**config.mk**
```make
export PLATFORM = sky130hd
export DESIGN_NAME = bcd_seq_conv_flat
export DESIGN_NICKNAME = d
export VERILOG_FILES = /design/src/rtl/bcd_pkg.sv /design/src/rtl/bcd_seq_conv_if.sv /design/src/rtl/bcd_add3.sv /design/src/rtl/bcd_seq_conv.sv /design/src/flat_wrapper.sv
export SDC_FILE = /design/constraint.sdc
export NUM_CORES = 1
export LEC_CHECK = 0
export CAP_MARGIN = 25
export CORE_MARGIN = 10
export CORE_UTILIZATION = 25
export DETAILED_ROUTE_END_ITERATION = 8
export SLEW_MARGIN = 20
export SYNTH_ARGS = -nofsm -noshare
export SYNTH_HDL_FRONTEND = slang
export SYNTH_SLANG_ARGS = --single-unit
export TNS_END_PERCENT = 100
```
**constraint.sdc**
```tcl
create_clock -name clk -period 2.28 [get_ports clk]
set_clock_uncertainty 0.1 [all_clocks]
set_input_delay 0.342 -clock clk [delete_from_list [all_inputs] [get_ports clk]]
set_output_delay 0.342 -clock clk [all_outputs]
set_load 0.1 [all_outputs]
```
**src/rtl/bcd_pkg.sv**
```systemverilog
// rtl/bcd_pkg.sv - shared constants and state encoding for the sequential BCD converter
package bcd_pkg;

    localparam int BIN_W_DEF      = 24;
    localparam int DIGITS_DEF     = 6;
    // 8 digits hold any 24-bit magnitude (2^24 = 16777216)
    localparam int SCRATCH_DIGITS = 8;

    typedef enum logic [1:0] {
        IDLE  = 2'd0,
        SHIFT = 2'd1,
        DONE  = 2'd2
    } state_t;

    // Saturation pattern shown on the display when the magnitude does not fit
    localparam logic [4*DIGITS_DEF-1:0] BCD_SAT = 24'h999999;

endpackage

```
**src/rtl/bcd_seq_conv_if.sv**
```systemverilog
// rtl/bcd_seq_conv_if.sv - request/result bundle between the value register and the converter
interface bcd_seq_conv_if
    import bcd_pkg::*;
#(
    parameter int BIN_W  = BIN_W_DEF,
    parameter int DIGITS = DIGITS_DEF
);

    logic                  start;
    logic [BIN_W-1:0]      bin;
    logic                  busy;
    logic                  done;
    logic [4*DIGITS-1:0]   bcd;
    logic                  neg;
    logic                  ovf;

    modport master (
        output start, bin,
        input  busy, done, bcd, neg, ovf
    );

    modport slave (
        input  start, bin,
        output busy, done, bcd, neg, ovf
    );

endinterface

```
**src/rtl/bcd_add3.sv**
```systemverilog
// rtl/bcd_add3.sv - double-dabble digit correction, adds 3 to digits of 5 or more
module bcd_add3 (
    input  logic [3:0] d,
    output logic [3:0] q
);

    // Per-digit correction so the following left shift carries correctly into the next digit
    always_comb begin
        q = (d >= 4'd5) ? (d + 4'd3) : d;
    end

endmodule

```
**src/rtl/bcd_seq_conv.sv**
```systemverilog
// rtl/bcd_seq_conv.sv - signed binary to BCD converter, one double-dabble step per clock
module bcd_seq_conv
    import bcd_pkg::*;
#(
    parameter int BIN_W  = BIN_W_DEF,
    parameter int DIGITS = DIGITS_DEF,
    parameter int AUTO   = 1
) (
    input  logic           clk,
    input  logic           rst,
    bcd_seq_conv_if.slave  bus
);

    localparam int SCRATCH_W = 4 * SCRATCH_DIGITS;
    localparam int OUT_W     = 4 * DIGITS;
    localparam int CNT_W     = $clog2(BIN_W + 1);
    localparam logic [OUT_W-1:0] SAT = {DIGITS{4'h9}};

    state_t                 state;
    state_t                 state_nxt;
    logic [BIN_W-1:0]       last;
    logic [BIN_W-1:0]       mag;
    logic [SCRATCH_W-1:0]   scratch;
    logic [SCRATCH_W-1:0]   scratch_adj;
    logic [SCRATCH_W+BIN_W-1:0] shifted;
    logic [CNT_W-1:0]       cnt;
    logic                   neg_cap;
    logic [OUT_W-1:0]       bcd_r;
    logic                   neg_r;
    logic                   ovf_r;
    logic                   done_r;
    logic                   trigger;
    logic                   last_iter;
    logic                   over;

    assign trigger   = bus.start || ((AUTO != 0) && (bus.bin != last));
    assign last_iter = (cnt == CNT_W'(BIN_W - 1));
    assign over      = |scratch[SCRATCH_W-1:OUT_W];

    genvar g;
    generate
        for (g = 0; g < SCRATCH_DIGITS; g++) begin : g_add3
            bcd_add3 u_add3 (
                .d (scratch[4*g +: 4]),
                .q (scratch_adj[4*g +: 4])
            );
        end
    endgenerate

    // Corrected digits and remaining magnitude bits move left as one long register
    always_comb begin
        shifted = {scratch_adj, mag} << 1;
    end

    // State register; reset aborts any conversion in flight
    always_ff @(posedge clk or negedge rst) begin
        if (!rst) begin
            state <= IDLE;
        end else begin
            state <= state_nxt;
        end
    end

    // Next-state: accept a request in IDLE, run BIN_W steps, then publish for one cycle
    always_comb begin
        state_nxt = state;
        case (state)
            IDLE:    if (trigger)   state_nxt = SHIFT;
            SHIFT:   if (last_iter) state_nxt = DONE;
            DONE:    state_nxt = IDLE;
            default: state_nxt = IDLE;
        endcase
    end

    // Datapath: capture on accept, iterate in SHIFT, update visible outputs only in DONE
    always_ff @(posedge clk or negedge rst) begin
        if (!rst) begin
            last    <= '0;
            mag     <= '0;
            scratch <= '0;
            cnt     <= '0;
            neg_cap <= 1'b0;
            bcd_r   <= '0;
            neg_r   <= 1'b0;
            ovf_r   <= 1'b0;
            done_r  <= 1'b0;
        end else begin
            done_r <= (state == DONE);
            case (state)
                IDLE: begin
                    if (trigger) begin
                        last    <= bus.bin;
                        neg_cap <= bus.bin[BIN_W-1];
                        mag     <= bus.bin[BIN_W-1] ? (BIN_W'(0) - bus.bin) : bus.bin;
                        scratch <= '0;
                        cnt     <= '0;
                    end
                end
                SHIFT: begin
                    {scratch, mag} <= shifted;
                    cnt            <= cnt + 1'b1;
                end
                DONE: begin
                    bcd_r <= over ? SAT : scratch[OUT_W-1:0];
                    neg_r <= neg_cap;
                    ovf_r <= over;
                end
                default: ;
            endcase
        end
    end

    assign bus.busy = (state != IDLE);
    assign bus.done = done_r;
    assign bus.bcd  = bcd_r;
    assign bus.neg  = neg_r;
    assign bus.ovf  = ovf_r;

endmodule

```
**src/flat_wrapper.sv**
```systemverilog
// flat-port wrapper written by rule: the top's interface ports become plain ports
module bcd_seq_conv_flat import bcd_pkg::*;
#(
    parameter int BIN_W  = BIN_W_DEF,
    parameter int DIGITS = DIGITS_DEF,
    parameter int AUTO   = 1
)
  (clk, rst, bus_start, bus_bin, bus_busy, bus_done, bus_bcd, bus_neg, bus_ovf);
  bcd_seq_conv_if #(.BIN_W(BIN_W), .DIGITS(DIGITS)) bus_i ();
  input  logic clk;
  input  logic rst;
  input wire logic [$bits(bus_i.start)-1:0] bus_start;
  input wire logic [$bits(bus_i.bin)-1:0] bus_bin;
  output wire logic [$bits(bus_i.busy)-1:0] bus_busy;
  output wire logic [$bits(bus_i.done)-1:0] bus_done;
  output wire logic [$bits(bus_i.bcd)-1:0] bus_bcd;
  output wire logic [$bits(bus_i.neg)-1:0] bus_neg;
  output wire logic [$bits(bus_i.ovf)-1:0] bus_ovf;
  assign bus_i.start = bus_start;
  assign bus_i.bin = bus_bin;
  assign bus_busy = bus_i.busy;
  assign bus_done = bus_i.done;
  assign bus_bcd = bus_i.bcd;
  assign bus_neg = bus_i.neg;
  assign bus_ovf = bus_i.ovf;
  bcd_seq_conv #(.BIN_W(BIN_W), .DIGITS(DIGITS), .AUTO(AUTO)) u_core (.clk(clk), .rst(rst), .bus(bus_i));
endmodule
```
# After elaboration in Yosys (flattened, before gate mapping)
# Cells that the tools add are included.
dict set report op_classes {
  addsub 10
  n_mul 0
  div 0
  order_cmp 8
  n_eq_ne 6
  shift 0
  muxes 19
  bitwise 0
  n_reduce_logical 8
}
# operator count
set op_table {}
lappend op_table {{24-bit two-way mux} 3}
lappend op_table {{32-bit one-hot mux with 2 select lines} 1}
lappend op_table {{24-bit one-hot mux with 2 select lines} 1}
lappend op_table {{4-bit by 3-bit greater-or-equal comparator with 1-bit output (second input constant)} 8}
lappend op_table {{32-bit two-way mux} 1}
lappend op_table {{4-bit by 2-bit adder with 4-bit output (second input constant)} 7}
lappend op_table {{4-bit two-way mux} 7}
lappend op_table {{24-bit inequality test} 1}
lappend op_table {{1-bit by 24-bit subtractor with 24-bit output (first input constant)} 1}
lappend op_table {{5-bit one-hot mux with 2 select lines} 1}
lappend op_table {{8-bit OR reduction} 1}
lappend op_table {{2-bit AND reduction} 3}
lappend op_table {{5-bit by 1-bit adder with 5-bit output (second input constant)} 1}
lappend op_table {{5-bit equality test (second input constant)} 1}
lappend op_table {{5-bit two-way mux} 1}
lappend op_table {{2-bit two-way mux} 2}
lappend op_table {{2-bit by 1-bit inequality test with 1-bit output (second input constant)} 2}
lappend op_table {{2-bit one-hot mux with 2 select lines} 1}
lappend op_table {{2-bit nonzero test} 2}
lappend op_table {{3-bit by 2-bit adder with 3-bit output (second input constant)} 1}
lappend op_table {{3-bit two-way mux} 1}
lappend op_table {{2-bit by 1-bit equality test with 1-bit output (second input constant)} 1}
lappend op_table {{2-bit equality test (second input constant)} 1}
lappend op_table {{2-bit zero test} 1}
lappend op_table {{1-bit logical OR} 1}
dict set report word_totals {
  ff_bits 115
  latchBits 0
  ramBits 0
  mem_bits_ro 0
  input_bits 27
  output_inout_bits 28
  memories 0
}

# Depth between registers and ports, before layout
# Gate-level depths: netlist (run 1).
dict set report logic_depth {
  ltp_word 4
  depth_mapped 8
  depth_no_buf 7
}

# By module
# Synthesis (run 1) repeated with hierarchy kept, for this count alone.
dict set report unflattened {
  cells_unflattened 601
  hier_area_um2 6190.9
}
# mod instances cells_per_inst area_per_inst_um2 seq_area_each_um2
set by_module_without_submodules {}
lappend by_module_without_submodules {bcd_seq_conv 1 473 5380.2 2852.7}
lappend by_module_without_submodules {bcd_add3 8 16 101.3 0.0}

# Least setup slack after synthesis (run 1)
# Ideal clock, no wire load.
dict set report synth_path {
  path_kind {in2reg}
  startpoint {input bus_bin[6]}
  endpoint {register u_core.last[17]}
  setup_ns 0.125
  arrival_time_ns 2.042
  required_time_ns 2.055
  setup_slack_ns 0.013
  cell_stages 8
  n_path_buf 3
  path_cell_list {clkbuf_1 -> xnor2_1 -> nand4_1 -> or3_1 -> o21ai_1 -> buf_4 -> buf_4 -> mux2_2}
}
dict set report synth_between {
  elab_chain_len 3
}
# item line_no
set synth_lines {}
lappend synth_lines {{from (decl)} flat_wrapper.sv:13} ;# input wire logic [$bits(bus_i.bin)-1:0] bus_bin;
lappend synth_lines {{24-bit inequality test} bcd_seq_conv.sv:36} ;# assign trigger = bus.start || ((AUTO != 0) && (bus.bin != last));
lappend synth_lines {{1-bit logical OR} bcd_seq_conv.sv:36}
lappend synth_lines {{2-bit AND reduction (no line)} n/a}
lappend synth_lines {{to (signal assigned)} bcd_seq_conv.sv:92} ;# last <= bus.bin;
lappend synth_lines {{to (decl)} bcd_seq_conv.sv:21} ;# logic [BIN_W-1:0] last;
# No other way between the ends.
# A chain may end at the register's enable or synchronous reset.

# Final worst setup path (run 1)
dict set report layout_path {
  startpoint {input bus_bin[4]}
  endpoint {register u_core.mag[11]}
}
dict set report layout_between {
  elab_chain_len 4
  word_cells_on_any_way 8
  cone_classes {add/sub: 1; eq/ne: 2; mux: 3; reduce/logical: 2}
}
# item line_no
set layout_lines {}
lappend layout_lines {{1-bit by 24-bit subtractor with 24-bit output / 24-bit inequality test (equally long branches)} {bcd_seq_conv.sv:94, bcd_seq_conv.sv:36}}
lappend layout_lines {{24-bit two-way mux / 1-bit logical OR (equally long branches)} {bcd_seq_conv.sv:94, bcd_seq_conv.sv:36}}
lappend layout_lines {{24-bit two-way mux / 2-bit by 1-bit inequality test with 1-bit output (equally long branches)} n/a}
lappend layout_lines {{24-bit one-hot mux with 2 select lines / 2-bit AND reduction (equally long branches)} n/a}
lappend layout_lines {{to (signal assigned)} bcd_seq_conv.sv:94} ;# mag <= bus.bin[BIN_W-1] ? (BIN_W'(0) - bus.bin) : bus.bin;
lappend layout_lines {{to (signal assigned)} bcd_seq_conv.sv:100} ;# {scratch, mag} <= shifted;
lappend layout_lines {{to (decl)} bcd_seq_conv.sv:22} ;# logic [BIN_W-1:0] mag;
# Parallel ways exist; a longest one is shown, timed or not. The select of a mux whose other input is x is not followed.

==> impl_summary.md, run 1 <==
Worst setup path
The critical path goes through clkdlybuf4s50_1, or4_4, o41ai_4, xnor2_1, mux2_2, mux2_4. Data arrives at the worst endpoint at 2.40 ns. The reg-to-reg startpoint is u_core.last[7]. The largest single stage delay on the critical path is 0.59 ns. The worst reg2reg path endpoint is u_core.scratch[11].

The largest individual stage delay along the critical path comes from the cell or4_4. Of all nets on the critical path, the largest fanout is 4. The count of cells along the worst register-to-register path is 8. For the worst setup path, the data required time is 2.48 ns. STA classifies the critical path startpoint as a primary input. Counting both buffers and inverters, the worst setup path holds a total of 1. In this run the register-to-register setup slack is 0.15 ns. The kind of cell with the highest combined delay along the critical path is simple AND/OR/NAND/NOR gates. The worst setup path is of the primary input to flop kind. The capturing element type of the critical path is a flop.

Synthesis
In the post-synthesis netlist, the biggest area contributors are dfrtp_1, mux2_2, xnor2_1. The proportion of register bits with asynchronous set or reset after synthesis is 100%. In this run, synthesis inferred 0 flip-flops with an integrated enable. The main combinational cell family by area after synthesis is compound AO/OA/AOI/OAI gates. The flip-flop and latch count after synthesis is 114. The portion of synthesized area spent on multiplexers is 6.61%. The synthesized netlist net count is 625. The share of synthesized area occupied by flip-flops and latches is 48.0%.

The number of distinct library cells after synthesis is 51. The total number of yosys warnings is 0. The average size of a mapped cell is 10.3 um2. The area share of and/or/nand/nor cells after synthesis is 11.7%. The most frequently used flop master after synthesis is dfrtp_1. The cell area after synthesis is 5940 um2. The adder and majority cell fraction of the synthesized area is 4.21%. The synthesized design devotes to its leading area cell type 48.0% of total area. The post-synthesis cell type with the largest combined area is dfrtp_1. Of the total synthesized cell area, the portion taken by XOR and XNOR cells is 8.70%. Summing the areas of all compound-gate instances in the mapped netlist gives 15.4% of the synthesized area. The gate count after technology mapping is 578.

Clock network
TritonCTS built the clock tree. The number of CTS-inserted buffers is 17. Counting along the longest clock path gives a buffer depth of 2. The master cell of the clock root buffer is clkbuf_16. Counting every sink on the clock net gives 114. The source-to-sink clock delay at the later pin of the worst-skew pair is 0.42 ns. The clock transition time at the flip-flop clock pins of the worst setup and hold paths is 0.05 ns. The number of buffers inserted to repair setup after CTS is 0. The number of levels the H-tree was split into is 4.

Timing
For the pin with the worst max-slew slack, the measured transition is 0.528 ns. Setup repair after global routing left no endpoint under its margin. Measured against its own limit, the worst slew margin works out to 64.8%. The number of max-slew violations in the final report is 0. The final period utilization is 96.9%.

The clock period minus worst slack is 2.21 ns. The number of failing setup endpoints in the final timing report is 0. The number of endpoints with negative hold slack in the final report is 0. Hold timing on the final database bottoms out at a slack of 0.254 ns. Static timing analysis puts the maximum clock frequency at 0.453 GHz.

Layout
The fraction of the core area covered by cells at the end of the flow is 34.4%. The sequential cells in the finished layout cover a total of 2850 um2. The layout cell share with drive strength beyond 1 is 25.8%. Fill cells in the final layout number 2,413. The final layout contains 743 nets. The area growth from synthesis to layout is 35.6%.

The number of antenna diodes in the final layout is 0. The area of combinational cells with multiple inputs is 2820 um2. The most frequent standard cell in the layout excluding fill and tap cells is dfrtp_1.

The finished layout holds 1,028 standard cells, fillers aside. In the layout the commonest cells are dfrtp_1, buf_4, nand2_1, inv_1, o21ai_0.

Detailed routing
For this block, the initial DRC count from the detailed router was 274. The DRC violation count after routing is 0. The first detailed-routing pass ran for 4 iterations. The vias per cell is 4.56. The total number of vias is 4,687. The detail route stage leaves a number of antenna-violating nets equal to 0. After detailed routing, the average wire length per cell comes to 14.5 um.

The total wire length is 14,900 um.

Global routing
Global routing consumed, over all layers together, 9.91% of the routing resources. The largest net degree at the start of global routing is 39. The via count of the first global-routing pass is 4,828.

The first global-routing pass estimated 24,900 um of wire. The initial antenna violation count was 0. The total overflow left after global routing is 0.

Floorplanning
The area of the die is 30,300 um2. The initialized floorplan defines 56 standard-cell rows. Pin placement for this block handled 55 I/O pins. The effective utilization at floorplan is 25.4%. The area of the core is 23,400 um2.

The floorplan step set the die width to 174 um. Measured along the y axis, the die boundary spans 174 um.

Min path
The class of the tightest hold or removal check is primary input to flop. The launch instance of the worst min-delay path is bus_bin[5]. Counting instances, the worst hold path has a depth of 2.

The worst hold path terminates at u_core.last[5].

Power
Across the VDD grid, the largest voltage drop is 0.403 mV. Summed over all cells, the static leakage comes to 3.53 nW. Power spread over the standard cell area amounts to 882 nW/um2.

Placement
Once placement completed, the tool counted placed cells totaling 995. Buffers placed on the I/O ports in this run total 54. The placed wire-length estimate after detailed placement is 10,600 um. The congestion estimate from routability-driven global placement came to 0.801.

Flow run
The number of maximum-capacitance violations is 0.

Outcome
The flow ran to the end, and the final reports show no timing, DRC or antenna violations.
## through the flow
step	total power, mW	area, um2	worst slack [ns]	TNS (ns)
6_report	7.10	8060	0.0718	0
5_1_grt	7.44	8060	0.0103	0
4_1_cts	7.16	8020	0.0151	0
3_5_place_dp	4.12	7350	-0.425	-21.68
3_3_place_gp	4.08	7350	-0.362	-18.38
2_1_floorplan	3.62	5940	0.0128	0
## worst max path at each step
| stage | startpoint | endpoint | slack (ns) | cells after the start |
|---|---|---|---|---|
| after floorplan | bus_bin[6] | u_core.last[17] | 0.01 | 8 |
| after global placement | bus_bin[5] | u_core.mag[11] | -0.36 | 6 |
| after detailed placement | bus_bin[16] | u_core.mag[21] | -0.42 | 6 |
| after CTS | bus_bin[16] | u_core.mag[21] | 0.02 | 6 |
| after global routing | bus_bin[16] | u_core.mag[21] | 0.01 | 6 |
| final | bus_bin[4] | u_core.mag[11] | 0.07 | 6 |
## power by group
| group | switching [mW] | internal [mW] | total, mW |
|---|---|---|---|
| Sequential | 0.158 | 2.25 | 2.40 |
| Combinational | 1.13 | 0.564 | 1.69 |
| Clock | 0.966 | 2.04 | 3.01 |
## cell type report
type	count	share of cell area [%]
clock buffer	18	5.33
clock inverter	14	2.93
inverter	46	2.14
multi-input combinational	386	35.0
sequential	114	35.4
tap	319	4.95
timing repair buffer	131	14.3
## flip-flops by register name, indices dropped and copies added (netlist names)
signal           flops
u_core.bus.done      1
u_core.bus.neg       1
u_core.bus.bcd      24
u_core.scratch      32
u_core.state         2
u_core.last         24
u_core.mag          24
u_core.cnt           5
u_core.bus.ovf       1
## what timing repair did
item / CTS / global route
hold buffers: 1 / 0
hold endpoints to repair: 35 / 0
endpoints found under the setup margin: 0 / 35
gates resized for setup: 0 / 8
## metal layers
metal | vias to the layer above | track usage [%] | wire (um)
li1 | 2304 | - | -
met1 | 2269 | 13.2 | 7400
met2 | 102 | 15.2 | 6600
met3 | 12 | 3.16 | 741
met4 | 0 | 2.46 | 126
met5 | - | 0 | 0
## cells by family (layout without fill, tap and decap cells)
group | count (synthesis) | count (layout)
flops | 114 | 114
fa+ha+maj | 20 | 20
simple gates | 138 | 138
compound gates | 134 | 134
xor+xnor | 59 | 59
buf+inv | 78 | 209
mux | 35 | 35
## synthesized netlist by cell type, types with 2 or more instances
library cell and count:
or3_1 2, nor2_1 23, o41ai_1 2, or4_1 2
mux2_2 30, nand2b_1 11, o21ai_0 33, nand2_1 51
xnor2_1 30, a222oi_1 2, nor2b_1 3, o32ai_1 6
nor3b_1 2, xor2_1 29, clkbuf_1 21, nor4_2 2
a31oi_1 21, o211ai_1 2, nand4_1 7, buf_4 2
a21oi_1 14, dfrtp_1 114, o221ai_1 12, o31ai_1 10
buf_6 2, ha_1 20, nor4_1 16, a22o_1 10
or2_2 3, buf_2 7, o22ai_1 10, inv_1 46
nand3_1 10, mux2i_1 4, a32o_1 2, a41oi_1 2
Power figures use the tool's default switching activity.
==> run 2, diff against run 1 <==
--- a/config.mk
+++ b/config.mk
@@ -6,9 +6,11 @@
 export NUM_CORES = 1
 export LEC_CHECK = 0
 export CAP_MARGIN = 25
+export CORE_ASPECT_RATIO = 1.75
 export CORE_MARGIN = 10
-export CORE_UTILIZATION = 25
+export CORE_UTILIZATION = 50
 export DETAILED_ROUTE_END_ITERATION = 8
+export PLACE_DENSITY = 0.71
 export SLEW_MARGIN = 20
 export SYNTH_ARGS = -nofsm -noshare
 export SYNTH_HDL_FRONTEND = slang
==> constraint.sdc (replaced) <==
create_clock -name clk -period 2.5 [get_ports clk]
set_clock_uncertainty 0.1 [all_clocks]
set_input_delay 0.375 -clock clk [delete_from_list [all_inputs] [get_ports clk]]
set_output_delay 0.375 -clock clk [all_outputs]
set_load 0.1 [all_outputs]
==> impl_summary.md, run 2 (same netlist as run 1, synthesis figures left out) <==
Outcome
The run finished with clean final reports.

Clock network
The number of CTS-inserted buffers is 17 (unchanged). The number of levels the H-tree was split into is 4 (unchanged). The source-to-sink clock delay at the later pin of the worst-skew pair is 0.41 ns (about the same). The number of buffers inserted to repair setup after CTS was 0 (unchanged). The clock sink count is 114 (unchanged). The clock transition time at the flip-flop clock pins of the worst setup and hold paths is 0.05 ns (about the same). CTS placed an instance of clkbuf_16 at the clock tree root.

TritonCTS built the clock tree. The clock tree buffer depth is 2 (unchanged).

Detailed routing
The total number of vias is 4,808 (+2.6%). The total wire length is 14,900 um (+0.16%). The average routed wire per standard cell came to 17.8 um (+23%).

The count of TritonRoute iterations in the first routing pass is 5 (+1). The vias per cell came to 5.74 (+26%). The DRC violation count after routing came to 0 (unchanged). The first-iteration detailed-routing DRC count is 200 (-27%). The number of routed nets with antenna violations is 0 (unchanged).

Worst setup path
Tracing the worst setup path back leads to its startpoint at bus_bin[7]. The capturing element type of the critical path is a flop. The setup slack of the most critical reg-to-reg path was 0.15 ns (about the same). The critical path startpoint category is a primary input.

The setup path with the least slack is of type primary input to flop. The data arrival time of the critical path is 2.58 ns (+0.18 ns). The worst register-to-register path begins at u_core.last[7].

The largest fanout on the critical path is 27 (+23). The required time of the critical path is 2.69 ns (+0.21 ns). The worst reg2reg path endpoint is u_core.last[23]. The count of cells along the worst register-to-register path is 6 (-2).

Placement
The post-placement cell area was 7010 um2 (-4.5%). The placer's final routability congestion estimate is 0.887 (+11%). The number of buffers added on ports was 54 (unchanged). The total placed cells including tap cells is 805 (-19%).

The placed wire-length estimate after detailed placement is 11,000 um (+3.8%).

Layout
The final non-filler cell total is 838 (-18%). The number of flip-flops under the largest register name is 32 (unchanged). From synthesis to final layout, the design area changed by 28.7%.

The design area came to 7640 um2 (-5.1%). The final antenna diode count is 0 (unchanged). In the layout the commonest cells are dfrtp_1, buf_4, nand2_1, inv_1, o21ai_0. The final net count is 737 (-0.81%). Counting flops per register, the top entry is u_core.scratch. The layout cell share with drive strength beyond 1 came to 24.5% (-1.3 points). The most frequent standard cell in the layout excluding fill and tap cells is dfrtp_1.

Floorplanning
The die boundary width is 102 um (-41%). The die height is 164 um (-5.7%). The number of top-level design ports is 55 (unchanged). The area of the die is 16,800 um2 (-45%). The number of placement rows is 52 (-7.1%). The effective utilization at floorplan was 51.3% (+26 points). The area of the core came to 11,600 um2 (-51%).

Timing
The final setup TNS is 0 ns (unchanged). The number of max-slew violations in the final report is 0 (unchanged). The number of failing setup endpoints in the final timing report is 0 (unchanged). Dividing the final minimum period by the clock period gives 95.7%. Setup repair after global routing left no endpoint under its margin. The worst path in the final design needs a cycle of 2.39 ns, including I/O delays and setup.

The worst-case headroom to the max-slew limit is 51.2% (-14 points). Based on the critical path, the design can be clocked at up to 0.418 GHz. The transition time at the pin with the least slew margin is 0.732 ns (+0.203 ns). The number of endpoints with negative hold slack in the final report is 0 (unchanged).

Global routing
The global-route wire length before repair is 24,400 um (-2.1%). The met3 capacity usage during global routing is 4.08% (+0.92 points). met2 is the most crowded layer. The initial antenna violation count is 0 (unchanged).

The met2 usage in global routing came to 34.0% (+19 points). The total congestion overflow is 0 (unchanged). The largest net degree at the start of global routing is 49 (+26%). The via count of the first global-routing pass is 4,989 (+3.3%).

The global-route usage over all layers is 18.3% (+8.4 points). The met1 routing resource usage after global routing is 18.6% (+5.4 points).

Power
The leakage power came to 3.44 nW (-2.4%). The ratio of total power to cell area was 813 nW/um2 (-7.8%). The worst voltage drop across the vdd grid was 0.536 mV (+33%).

Min path
The class of the tightest hold or removal check is primary input to async pin.

Flow run
The number of maximum-capacitance violations was 0 (unchanged).
[run 2: cell count changes in the layout (fill, tap and decap cells not counted), moves of 2 or more]
cell	delta
bufinv_16	-3
clkbuf_8	+4
clkinvlp_4	-2
buf_4	-2
buf_12	-4
[run 2: worst max path at each step]
| stage | cells past startpoint | end |
|---|---|---|
| finish | 7 | u_core.last[23] |
| global route | 8 | u_core.mag[21] |
| CTS | 7 | u_core.last[11] |
| detailed placement | 7 | u_core.last[11] |
| global placement | 7 | u_core.last[15] |
| floorplan | 8 | u_core.last[17] |
[run 2: per-layer routing]
metal | part of all wire (%) | vias up
met2 | 56 | 117
met4 | 2.6 | 0
met5 | 0 | -
met1 | 38 | 2378
li1 | - | 2287
met3 | 3.5 | 26
[run 2: through the flow]
step / utilization (%) / power (mW) / hold slack [ns] / worst slack [ns]
floorplan: - / 3.30 / -0.0206 / 0.200
global placement: 60.6 / 3.70 / 0.258 / -0.343
detailed placement: 60.6 / 3.76 / 0.264 / -0.423
CTS: 66.0 / 6.25 / 0.370 / 0.111
global route: 66.0 / 6.49 / 0.392 / 0.00989
finish: 66.0 / 6.21 / 0.363 / 0.106
[run 2: what timing repair did]
| action | 4_1_cts | 5_1_grt |
|---|---|---|
| endpoints found under the setup margin | 3 | 0 |
| gates resized for setup | 1 | 0 |
| hold buffers | 1 | 0 |
| endpoints found under the hold margin | 31 | 0 |
[run 2: worst max-delay path: stages]
cell and delay (ns):
clkdlybuf4s50_1 0.44, xor2_1 0.18, nor4_2 0.48, nand4_1 0.25
o21ai_2 0.27, buf_12 0.22, mux2_2 0.36
[run 2: power breakdown]
group          leakage [nW]  total, mW  internal, mW  switching, mW
combinational          1.72       1.53         0.510           1.02
sequential             1.42       2.20          2.05          0.151
clock                 0.295       2.49          1.67          0.820
[run 2: layout make-up]
type                    instances  area, um2
clock buffers                  23        488
clock inverters                 9        128
fillers                       928       3940
inverters                      46        173
multi-input cells             386       2780
flip-flops and latches        114       2850
well taps                     135        169
repair buffers                125       1050
